<file path="src/rtl/cpu_ctrl_pkg.sv">
// Shared control-unit types: state encoding, opcodes, mux selects and control word.
package cpu_ctrl_pkg;

  localparam int unsigned STATE_W  = 4;
  localparam int unsigned OPCODE_W = 7;

  typedef enum logic [STATE_W-1:0] {
    S_IF      = 4'd0,
    S_ID      = 4'd1,
    S_EX_R    = 4'd2,
    S_EX_I    = 4'd3,
    S_WB_ALU  = 4'd4,
    S_EX_ADDR = 4'd5,
    S_MEM_LD  = 4'd6,
    S_WB_LD   = 4'd7,
    S_MEM_ST  = 4'd8,
    S_EX_BR   = 4'd9,
    S_BR_TAKE = 4'd10,
    S_JAL     = 4'd11,
    S_JALR    = 4'd12,
    S_ECALL   = 4'd13,
    S_HALT    = 4'd14
  } state_e;

  localparam logic [OPCODE_W-1:0] OP_RTYPE  = 7'b0110011;
  localparam logic [OPCODE_W-1:0] OP_ITYPE  = 7'b0010011;
  localparam logic [OPCODE_W-1:0] OP_LOAD   = 7'b0000011;
  localparam logic [OPCODE_W-1:0] OP_STORE  = 7'b0100011;
  localparam logic [OPCODE_W-1:0] OP_BRANCH = 7'b1100011;
  localparam logic [OPCODE_W-1:0] OP_JAL    = 7'b1101111;
  localparam logic [OPCODE_W-1:0] OP_JALR   = 7'b1100111;
  localparam logic [OPCODE_W-1:0] OP_SYSTEM = 7'b1110011;

  localparam logic [1:0] ALU_OP_ADD    = 2'b00;
  localparam logic [1:0] ALU_OP_BRANCH = 2'b01;
  localparam logic [1:0] ALU_OP_FUNCT  = 2'b10;

  localparam logic       SRC_A_PC   = 1'b0;
  localparam logic       SRC_A_REG  = 1'b1;
  localparam logic [1:0] SRC_B_REG  = 2'b00;
  localparam logic [1:0] SRC_B_FOUR = 2'b01;
  localparam logic [1:0] SRC_B_IMM  = 2'b10;

  localparam logic PC_SRC_ALU    = 1'b0;
  localparam logic PC_SRC_ALUOUT = 1'b1;

  typedef struct packed {
    logic       pc_write;
    logic       ir_write;
    logic       reg_write;
    logic       mem_read;
    logic       mem_write;
    logic       i_or_d;
    logic       mem_to_reg;
    logic       alu_src_a;
    logic [1:0] alu_src_b;
    logic       pc_source;
    logic [1:0] alu_op;
    logic       halted;
  } ctrl_t;

  // Overlay the sequential PC+4 update onto a control word.
  function automatic ctrl_t with_pc_plus4(input ctrl_t c);
    ctrl_t r;
    r           = c;
    r.alu_src_a = SRC_A_PC;
    r.alu_src_b = SRC_B_FOUR;
    r.alu_op    = ALU_OP_ADD;
    r.pc_source = PC_SRC_ALU;
    r.pc_write  = 1'b1;
    return r;
  endfunction

  function automatic logic is_load(input logic [OPCODE_W-1:0] op);
    return op == OP_LOAD;
  endfunction

endpackage

</file>
<file path="src/rtl/control_fsm_outputs.sv">
// Combinational decode of the current state (plus handshake inputs) into the control word.
module control_fsm_outputs
  import cpu_ctrl_pkg::*;
(
  input  logic   reset_i,
  input  state_e state_i,
  input  logic   mem_ready_i,
  input  logic   bcond_i,
  input  logic   halt_cond_i,
  output ctrl_t  ctrl_c_o
);

  // Moore outputs per state; Mealy terms only for the handshake/condition inputs.
  always_comb begin
    ctrl_c_o = '0;
    if (reset_i) begin
      case (state_i)
        S_IF: begin
          ctrl_c_o.mem_read = 1'b1;
          ctrl_c_o.ir_write = mem_ready_i;
        end
        S_ID: begin
          ctrl_c_o.alu_src_a = SRC_A_PC;
          ctrl_c_o.alu_src_b = SRC_B_FOUR;
          ctrl_c_o.alu_op    = ALU_OP_ADD;
        end
        S_EX_R: begin
          ctrl_c_o.alu_src_a = SRC_A_REG;
          ctrl_c_o.alu_src_b = SRC_B_REG;
          ctrl_c_o.alu_op    = ALU_OP_FUNCT;
        end
        S_EX_I: begin
          ctrl_c_o.alu_src_a = SRC_A_REG;
          ctrl_c_o.alu_src_b = SRC_B_IMM;
          ctrl_c_o.alu_op    = ALU_OP_FUNCT;
        end
        S_WB_ALU: begin
          ctrl_c_o.reg_write = 1'b1;
          ctrl_c_o           = with_pc_plus4(ctrl_c_o);
        end
        S_EX_ADDR: begin
          ctrl_c_o.alu_src_a = SRC_A_REG;
          ctrl_c_o.alu_src_b = SRC_B_IMM;
          ctrl_c_o.alu_op    = ALU_OP_ADD;
        end
        S_MEM_LD: begin
          ctrl_c_o.mem_read = 1'b1;
          ctrl_c_o.i_or_d   = 1'b1;
        end
        S_WB_LD: begin
          ctrl_c_o.reg_write  = 1'b1;
          ctrl_c_o.mem_to_reg = 1'b1;
          ctrl_c_o            = with_pc_plus4(ctrl_c_o);
        end
        S_MEM_ST: begin
          ctrl_c_o.mem_write = 1'b1;
          ctrl_c_o.i_or_d    = 1'b1;
          if (mem_ready_i) ctrl_c_o = with_pc_plus4(ctrl_c_o);
        end
        S_EX_BR: begin
          ctrl_c_o.alu_src_a = SRC_A_REG;
          ctrl_c_o.alu_src_b = SRC_B_REG;
          ctrl_c_o.alu_op    = ALU_OP_BRANCH;
          if (!bcond_i) begin
            ctrl_c_o.pc_write  = 1'b1;
            ctrl_c_o.pc_source = PC_SRC_ALUOUT;
          end
        end
        S_BR_TAKE: begin
          ctrl_c_o.alu_src_a = SRC_A_PC;
          ctrl_c_o.alu_src_b = SRC_B_IMM;
          ctrl_c_o.alu_op    = ALU_OP_ADD;
          ctrl_c_o.pc_source = PC_SRC_ALU;
          ctrl_c_o.pc_write  = 1'b1;
        end
        S_JAL, S_JALR: begin
          ctrl_c_o.reg_write = 1'b1;
          ctrl_c_o.alu_src_a = (state_i == S_JALR) ? SRC_A_REG : SRC_A_PC;
          ctrl_c_o.alu_src_b = SRC_B_IMM;
          ctrl_c_o.alu_op    = ALU_OP_ADD;
          ctrl_c_o.pc_source = PC_SRC_ALU;
          ctrl_c_o.pc_write  = 1'b1;
        end
        S_ECALL: begin
          if (!halt_cond_i) ctrl_c_o = with_pc_plus4(ctrl_c_o);
        end
        S_HALT: ctrl_c_o.halted = 1'b1;
        default: ctrl_c_o = '0;
      endcase
    end
  end

endmodule

</file>
<file path="src/rtl/control_fsm.sv">
// Multi-cycle RV32I control unit: state register, retired-instruction counter, control outputs.
module control_fsm
  import cpu_ctrl_pkg::*;
#(
  parameter int unsigned CNT_W = 32
) (
  input  logic                clk,
  input  logic                reset,
  input  logic [OPCODE_W-1:0] opcode,
  input  logic                bcond,
  input  logic                halt_cond,
  input  logic                mem_ready,
  output logic                pc_write,
  output logic                ir_write,
  output logic                reg_write,
  output logic                mem_read,
  output logic                mem_write,
  output logic                i_or_d,
  output logic                mem_to_reg,
  output logic                alu_src_a,
  output logic [1:0]          alu_src_b,
  output logic                pc_source,
  output logic [1:0]          alu_op,
  output logic                halted,
  output logic [CNT_W-1:0]    instr_count
);

  state_e           state_q, state_d;
  logic [CNT_W-1:0] cnt_q, cnt_d;
  ctrl_t            ctrl;
  logic             retire;

  control_fsm_outputs u_outputs (
    .reset_i     (reset),
    .state_i     (state_q),
    .mem_ready_i (mem_ready),
    .bcond_i     (bcond),
    .halt_cond_i (halt_cond),
    .ctrl_c_o    (ctrl)
  );

  // Next-state sequencing through fetch/decode/execute/memory/writeback.
  always_comb begin
    state_d = state_q;
    case (state_q)
      S_IF:      if (mem_ready) state_d = S_ID;
      S_ID: begin
        case (opcode)
          OP_RTYPE:          state_d = S_EX_R;
          OP_ITYPE:          state_d = S_EX_I;
          OP_LOAD, OP_STORE: state_d = S_EX_ADDR;
          OP_BRANCH:         state_d = S_EX_BR;
          OP_JAL:            state_d = S_JAL;
          OP_JALR:           state_d = S_JALR;
          OP_SYSTEM:         state_d = S_ECALL;
          default:           state_d = S_HALT;
        endcase
      end
      S_EX_R, S_EX_I: state_d = S_WB_ALU;
      S_EX_ADDR:      state_d = is_load(opcode) ? S_MEM_LD : S_MEM_ST;
      S_MEM_LD:       if (mem_ready) state_d = S_WB_LD;
      S_MEM_ST:       if (mem_ready) state_d = S_IF;
      S_EX_BR:        state_d = bcond ? S_BR_TAKE : S_IF;
      S_ECALL:        state_d = halt_cond ? S_HALT : S_IF;
      S_HALT:         state_d = S_HALT;
      S_WB_ALU, S_WB_LD, S_BR_TAKE, S_JAL, S_JALR: state_d = S_IF;
      default:        state_d = S_IF;
    endcase
  end

  // An instruction retires on its PC write, or when an ECALL stops the CPU.
  always_comb begin
    retire = ctrl.pc_write | ((state_q == S_ECALL) & halt_cond);
    cnt_d  = cnt_q;
    if (retire) cnt_d = cnt_q + CNT_W'(1);
  end

  // State and counter registers with synchronous active-low reset.
  always_ff @(posedge clk) begin
    if (!reset) begin
      state_q <= S_IF;
      cnt_q   <= '0;
    end else begin
      state_q <= state_d;
      cnt_q   <= cnt_d;
    end
  end

  assign pc_write    = ctrl.pc_write;
  assign ir_write    = ctrl.ir_write;
  assign reg_write   = ctrl.reg_write;
  assign mem_read    = ctrl.mem_read;
  assign mem_write   = ctrl.mem_write;
  assign i_or_d      = ctrl.i_or_d;
  assign mem_to_reg  = ctrl.mem_to_reg;
  assign alu_src_a   = ctrl.alu_src_a;
  assign alu_src_b   = ctrl.alu_src_b;
  assign pc_source   = ctrl.pc_source;
  assign alu_op      = ctrl.alu_op;
  assign halted      = ctrl.halted;
  assign instr_count = cnt_q;

endmodule

</file>
<file path="config.mk">
export PLATFORM = sky130hd
export DESIGN_NAME = control_fsm
export DESIGN_NICKNAME = d
export VERILOG_FILES = /design/src/rtl/cpu_ctrl_pkg.sv /design/src/rtl/control_fsm_outputs.sv /design/src/rtl/control_fsm.sv
export SDC_FILE = /design/constraint.sdc
export NUM_CORES = 1
export LEC_CHECK = 0
export ABC_AREA = 1
export CAP_MARGIN = 20
export CORE_MARGIN = 2
export CORE_UTILIZATION = 40
export DETAILED_ROUTE_END_ITERATION = 12
export PLACE_DENSITY = 0.66
export SLEW_MARGIN = 20
export SYNTH_ARGS = -nofsm -noshare
export SYNTH_HDL_FRONTEND = slang
export SYNTH_SLANG_ARGS = --single-unit
</file>
<file path="constraint.sdc">
create_clock -name clk -period 2 [get_ports clk]
set_input_delay 0.2 -clock clk [delete_from_list [all_inputs] [get_ports clk]]
set_output_delay 0.2 -clock clk [all_outputs]
set_load 0.005 [all_outputs]
</file>
-- Word-level counts from Yosys, hierarchy flattened
Index checks and enable logic that the tools add are counted.
- add/sub/neg operators: 1
- equality and inequality tests: 25
- mux-type cells: 24
- bitwise operators: 2
- reductions and logical operators: 11
- operators with widths (operator ; number):
    $mux W14 ; 3
    $pmux W4 S9 ; 1
    $add A32 B1 Y32 const B ; 1
    $eq A4 B4 Y1 const B ; 7
    $eq A7 B7 Y1 const B ; 4
    $pmux W4 S7 ; 1
    $mux W4 ; 6
    $pmux W1 S3 ; 7
    $pmux W3 S7 ; 1
    $eq A4 B3 Y1 const B ; 4
    $eq A7 B6 Y1 const B ; 2
    $reduce_or A2 Y1 ; 6
    $eq A4 B2 Y1 const B ; 2
    $pmux W2 S4 ; 1
    $eq A7 B2 Y1 const B ; 1
    $eq A7 B5 Y1 const B ; 1
    $ne A2 B2 Y1 const B ; 3
    $reduce_or A5 Y1 ; 1
    $eq A4 B1 Y1 const B ; 1
    $logic_not A4 Y1 ; 1
    $pmux W1 S4 ; 1
    $reduce_or A4 Y1 ; 1
    $reduce_and A3 Y1 ; 1
    $reduce_or A3 Y1 ; 1
    other kinds (4) ; 5
- register bits: 36
- word-level logic and storage cells: 65

-- Longest topological paths before layout
Gate-level depths: netlist (run 1).
- depth in word-level cells: 5
- mapped depth: 11
- gate-level depth less buffers: 10

-- Modules after synthesis
Synthesis (run 1) repeated with hierarchy kept, for this count alone.
- cell total of the unflattened synthesis: 465
- area total of the unflattened synthesis: 2680.1 um^2
- by module, submodules not included (module ; times used ; cells each ; area each (um^2)):
    control_fsm ; 1 ; 403 ; 2399.8
    control_fsm_outputs ; 1 ; 62 ; 280.3

-- Worst setup path after synthesis (run 1)
No wires, ideal clock.
- kind: flip-flop to flip-flop
- start: reg cnt_q[0] (netlist: instr_count[0])
- end: reg cnt_q[16] (netlist: instr_count[16])
- setup time: 0.070 ns
- data arrival time: 1.536 ns
- required time: 1.930 ns
- setup slack: 0.394 ns
- cell stages (with the launch flop): 9
- path buffers: 0
- cells stage by stage: dfxtp_1 ha_1 inv_1 nor2_1 nand2_1 nor2_1 xor2_1 nand2_1 a21oi_1
- cells in the longest elaborated chain, start to end: 1
- RTL lines (element ; RTL line ; source):
    start, declared ; control_fsm.sv:29 ; logic [CNT_W-1:0] cnt_q, cnt_d;
    start signal, assigned ; control_fsm.sv:85 ; cnt_q <= cnt_d;
    $add A32 B1 Y32 ; control_fsm.sv:75 ; if (retire) cnt_d = cnt_q + CNT_W'(1);
Every way passes these cells.
A chain may end at the register's enable or synchronous reset.

-- Worst setup path in the final report (run 1)
- start: reg state_q[3]
- end: out alu_src_a
- cells in the longest elaborated chain, start to end: 4
- elaborated cells between the ends (all ways): 19
- those cells by class: 12 x eq/ne; 3 x mux; 4 x reduce/logical
- RTL lines (element ; RTL line ; source):
    start, declared ; control_fsm.sv:28 ; state_e state_q, state_d;
    start signal, assigned ; control_fsm.sv:84 ; state_q <= state_d;
    $eq A4 B1 Y1 (tied with other cells) ; control_fsm_outputs.sv:17 ; case (state_i)
    $reduce_or A3 Y1 (no source line) (tied with other cells) ; n/a ;
    $pmux W3 S7 (*) ; control_fsm_outputs.sv:17 ;
    $mux W14 (*) ; control_fsm_outputs.sv:16 ; if (reset_i) begin
    end, declared ; control_fsm.sv:20 ; output logic alu_src_a,
Mark *: on every way between the ends. The rest lies on a longest branch, timed or not.

==> run summary, run 1 <==
• 2 — buffer levels on the longest clock path
• done — TritonCTS clock tree
• 652 — fillers
• true — setup repair after global routing missed its margin
• 70 ps — clock slew seen by the registers of the worst setup and hold paths
• 1.365 nW — Leak Pwr
• 0% — proportion of synthesized area in mux cells
• 28 — number of distinct library cells after synthesis
• 57 — port buffer count
• 8.082% — share of the synthesized area in compound gates (AO/OA/AOI/OAI)
• 5 — maximum fanout count along the critical path
• 0.006350 mm² — placeable core area
• 4 — detailed-routing iteration count for the pre-antenna-repair pass
• 134.6 ps — setup slack after placement
• 0 — Hold Vio Cnt, Final
• 51.41% — post-synthesis share of cell area spent on and, or, nand and nor gates
• simple AND/OR/NAND/NOR gates — dominant combinational cell family by area after synthesis
• 456 — number of standard cells after synthesis
• 3010 — Via Count
• 84.88 µm — die outline height
• 300 ps — Clk Latency, worst-skew pair
• 11.86 ps — Worst Skew
• 58 — io pins
• 1760 ps — CP Data Arrival Time
• clkbuf_8 — Clock Tree Root
• 0.4782% — area share of fa/ha/maj cells after synthesis
• 0 — count of synthesis-stage warnings from yosys
• 733.2 µm² — sequential cell area in the final layout
• 0 — max-cap violations
• 1964 ps — post-layout minimum cycle time
• 0 — remaining antenna violation count after routing
• output port — critical path capture point type
• 5.033 — detail-routed via count per cell
• 0 — hold-fix buffer count after cts
• 533 — net total in the final layout
• 469 — number of nets in the synthesized netlist
• 636.6 mW/mm² — Power Dens Cells
• 0.0006216 V — maximum vdd drop
• 0 — overflow left after global routing
• 5562 µm — Final HPWL DP
• 20.47% — aggregate global-route resource usage
• 33 — pin count of the biggest net entering global routing
• 5.737 µm² — average cell area after synthesis
• 27.55% — share of synthesized area occupied by flip-flops and latches
• 84.88 µm — Die W
• 5 — CTS Buf Count
• 482.9 ps — worst-margin pin slew
• 5.022% — xor and xnor fraction of the mapped netlist area
• 67.56% — worst slew margin relative to its limit
• 0 — count of inserted antenna diode cells
• 36 — post-synthesis register bit count
• 0.8939 — placer's final routability congestion estimate
• flip-flop — element type at the critical path start
• 0.002616 mm² — cell area after synthesis
• 10 — cells on worst reg2reg path
• reg -> out — classification of the worst setup path
• 2 — WHS Path Cells
• 41.20% — Starting Density
• 7416 µm — final routed wirelength across all metal layers
• 2688 — vias in the first global route
• 0 — Remaining DRCs
• 36.32 ps — post-route worst setup slack
• 12.40 µm — final routed wire length divided by cell count
• 0 — initial antenna violation count
• 98.18% — ratio of final minimum period to clock period
• 1800 ps — required time at the worst-slack endpoint
• 2.222 mW — overall power
• 110 — initial detailed-routing violation count
• 12190 µm — global-route wire length before repair
• 0.007204 mm² — area of the die
• 33.43% — area delta synth->final
• 0 — number of pins exceeding their max-slew limit in the final report
• 0 — total of endpoints with negative setup slack in the final report
• 0.001749 mm² — area occupied by multi-input gates
• 29 — site row count
• 0.5092 GHz — Highest Clock Rate
• 36 — number of sinks driven by the clock tree
• 8.637% — share of post-route cells with drive strength above 1
• reg -> reg — type of the tightest min-delay check
• complete, no violations — status
• 2 — H-tree depth
cell families (layout without fill, tap and decap cells):
kind of cell	Yosys count	after routing
DFF	36	36
and+or+nand+nor	319	319
adders and majority gates	1	1
buffers and inverters	45	110
AOI/OAI and AO/OA	40	40
xor gates and xnor gates	15	15
critical path, cell delays in order (launching register included):
cell and delay (ps):
dfxtp_2 360, inv_4 60, nor2_4 170, nand2_2 90, o21ai_0 90, nor3_1 80, nor2_1 90, clkdlybuf4s50_1 510
metal layers:
layer	GRT usage, %	vias to the layer above	share of wire (%)
met5	0	-	0
met4	3.896	0	1.4
met3	4.475	8	4.2
met2	35.50	65	48
met1	26.36	1353	46
li1	-	1584	-
area by class of cell:
| class | count | area share (%) |
|---|---|---|
| multi-input cells | 375 | 50.11 |
| flip-flops and latches | 36 | 21.00 |
| repair buffers | 71 | 19.64 |
| inverters | 31 | 3.405 |
| well taps | 77 | 2.760 |
| clock buffers | 6 | 2.079 |
| clock inverters | 2 | 1.004 |
Yosys cell counts:
library cell,n,area (µm²)
a41oi_1,1,8.760
buf_6,3,33.78
inv_2,2,7.510
nand2_1,166,623.1
clkbuf_1,7,26.28
nand3_1,43,215.2
buf_1,1,3.750
nand4_1,2,12.51
buf_2,3,15.01
nor4_1,1,6.260
ha_1,1,12.51
xnor2_1,4,35.03
a31oi_1,1,6.260
nor3_1,7,35.03
nor2_2,2,12.51
a22oi_1,1,7.510
a211oi_1,1,7.510
inv_1,29,108.9
nand3b_1,15,112.6
nor2_1,80,300.3
nand2_2,1,6.260
a21oi_1,34,170.2
xor2_1,11,96.34
o21ai_0,1,5.000
dfxtp_1,36,720.7
nand3_2,1,10.01
o22ai_1,1,6.260
nand2_4,1,11.26
registers in the layout (all words and copies together), names as in the netlist:
register / cells
instr_count: 32
state_q: 4
cell usage in the layout, fill, tap and decap left out, drive strengths merged, types with 2 or more instances in the layout:
| cell type | instances |
|---|---|
| inv | 31 |
| a21oi | 34 |
| dfxtp | 36 |
| xor2 | 11 |
| nand3b | 15 |
| nand4 | 2 |
| nand3 | 44 |
| buf | 14 |
| dlymetal6s2s | 4 |
| nor2 | 82 |
| clkdlybuf4s50 | 53 |
| nand2 | 168 |
| xnor2 | 4 |
| nor3 | 7 |
| clkbuf | 6 |
metrics by stage:
stage / cells / TNS [ps] / utilization, % / hold slack [ps] / area [µm²]
floorplan: 456 / 0 / - / 416.1 / 2616
global placement: 589 / 0 / 52.00 / 499.9 / 3302
detailed placement: 589 / 0 / 52.00 / 514.4 / 3302
CTS: 597 / 0 / 53.95 / 523.9 / 3426
global route: 598 / -33.19 / 54.98 / 549.1 / 3491
finish: 598 / 0 / 54.98 / 518.8 / 3491
final timing paths:
kind	from	end	slack, ps
worst min register to register	instr_count[31]	instr_count[31]	520
worst max-delay path	state_q[3]	alu_src_a	40
worst min-delay path	instr_count[31]	instr_count[31]	520
worst max register to register	state_q[1]	instr_count[29]	370
power by group:
group          leakage (nW)  total [mW]  switching (mW)  internal [mW]
Sequential            0.293       0.823          0.0604          0.763
Clock                0.0552       0.657           0.287          0.370
Combinational          1.02       0.742           0.440          0.302
Total                  1.36        2.22           0.787           1.43
repair_timing:
action | 4_1_cts | 5_1_grt
pin swaps | 0 | 3
resized for setup | 7 | 21
setup buffers | 0 | 1
endpoints found under the hold margin | 0 | 0
endpoints found under the setup margin | 6 | 8
No activity file was read; power rests on OpenSTA's default activity.
==> run 2, diff against run 1 <==
- GPL_ROUTABILITY_DRIVEN: not set -> 1
==> results of run 2 <==
Final layout, timing and power as in run 1 (identical DEF).
==> run 3, diff against run 2 <==
- CTS_CLUSTER_DIAMETER: not set -> 150
==> results of run 3 <==
Final layout, timing and power as in run 1 (identical DEF).
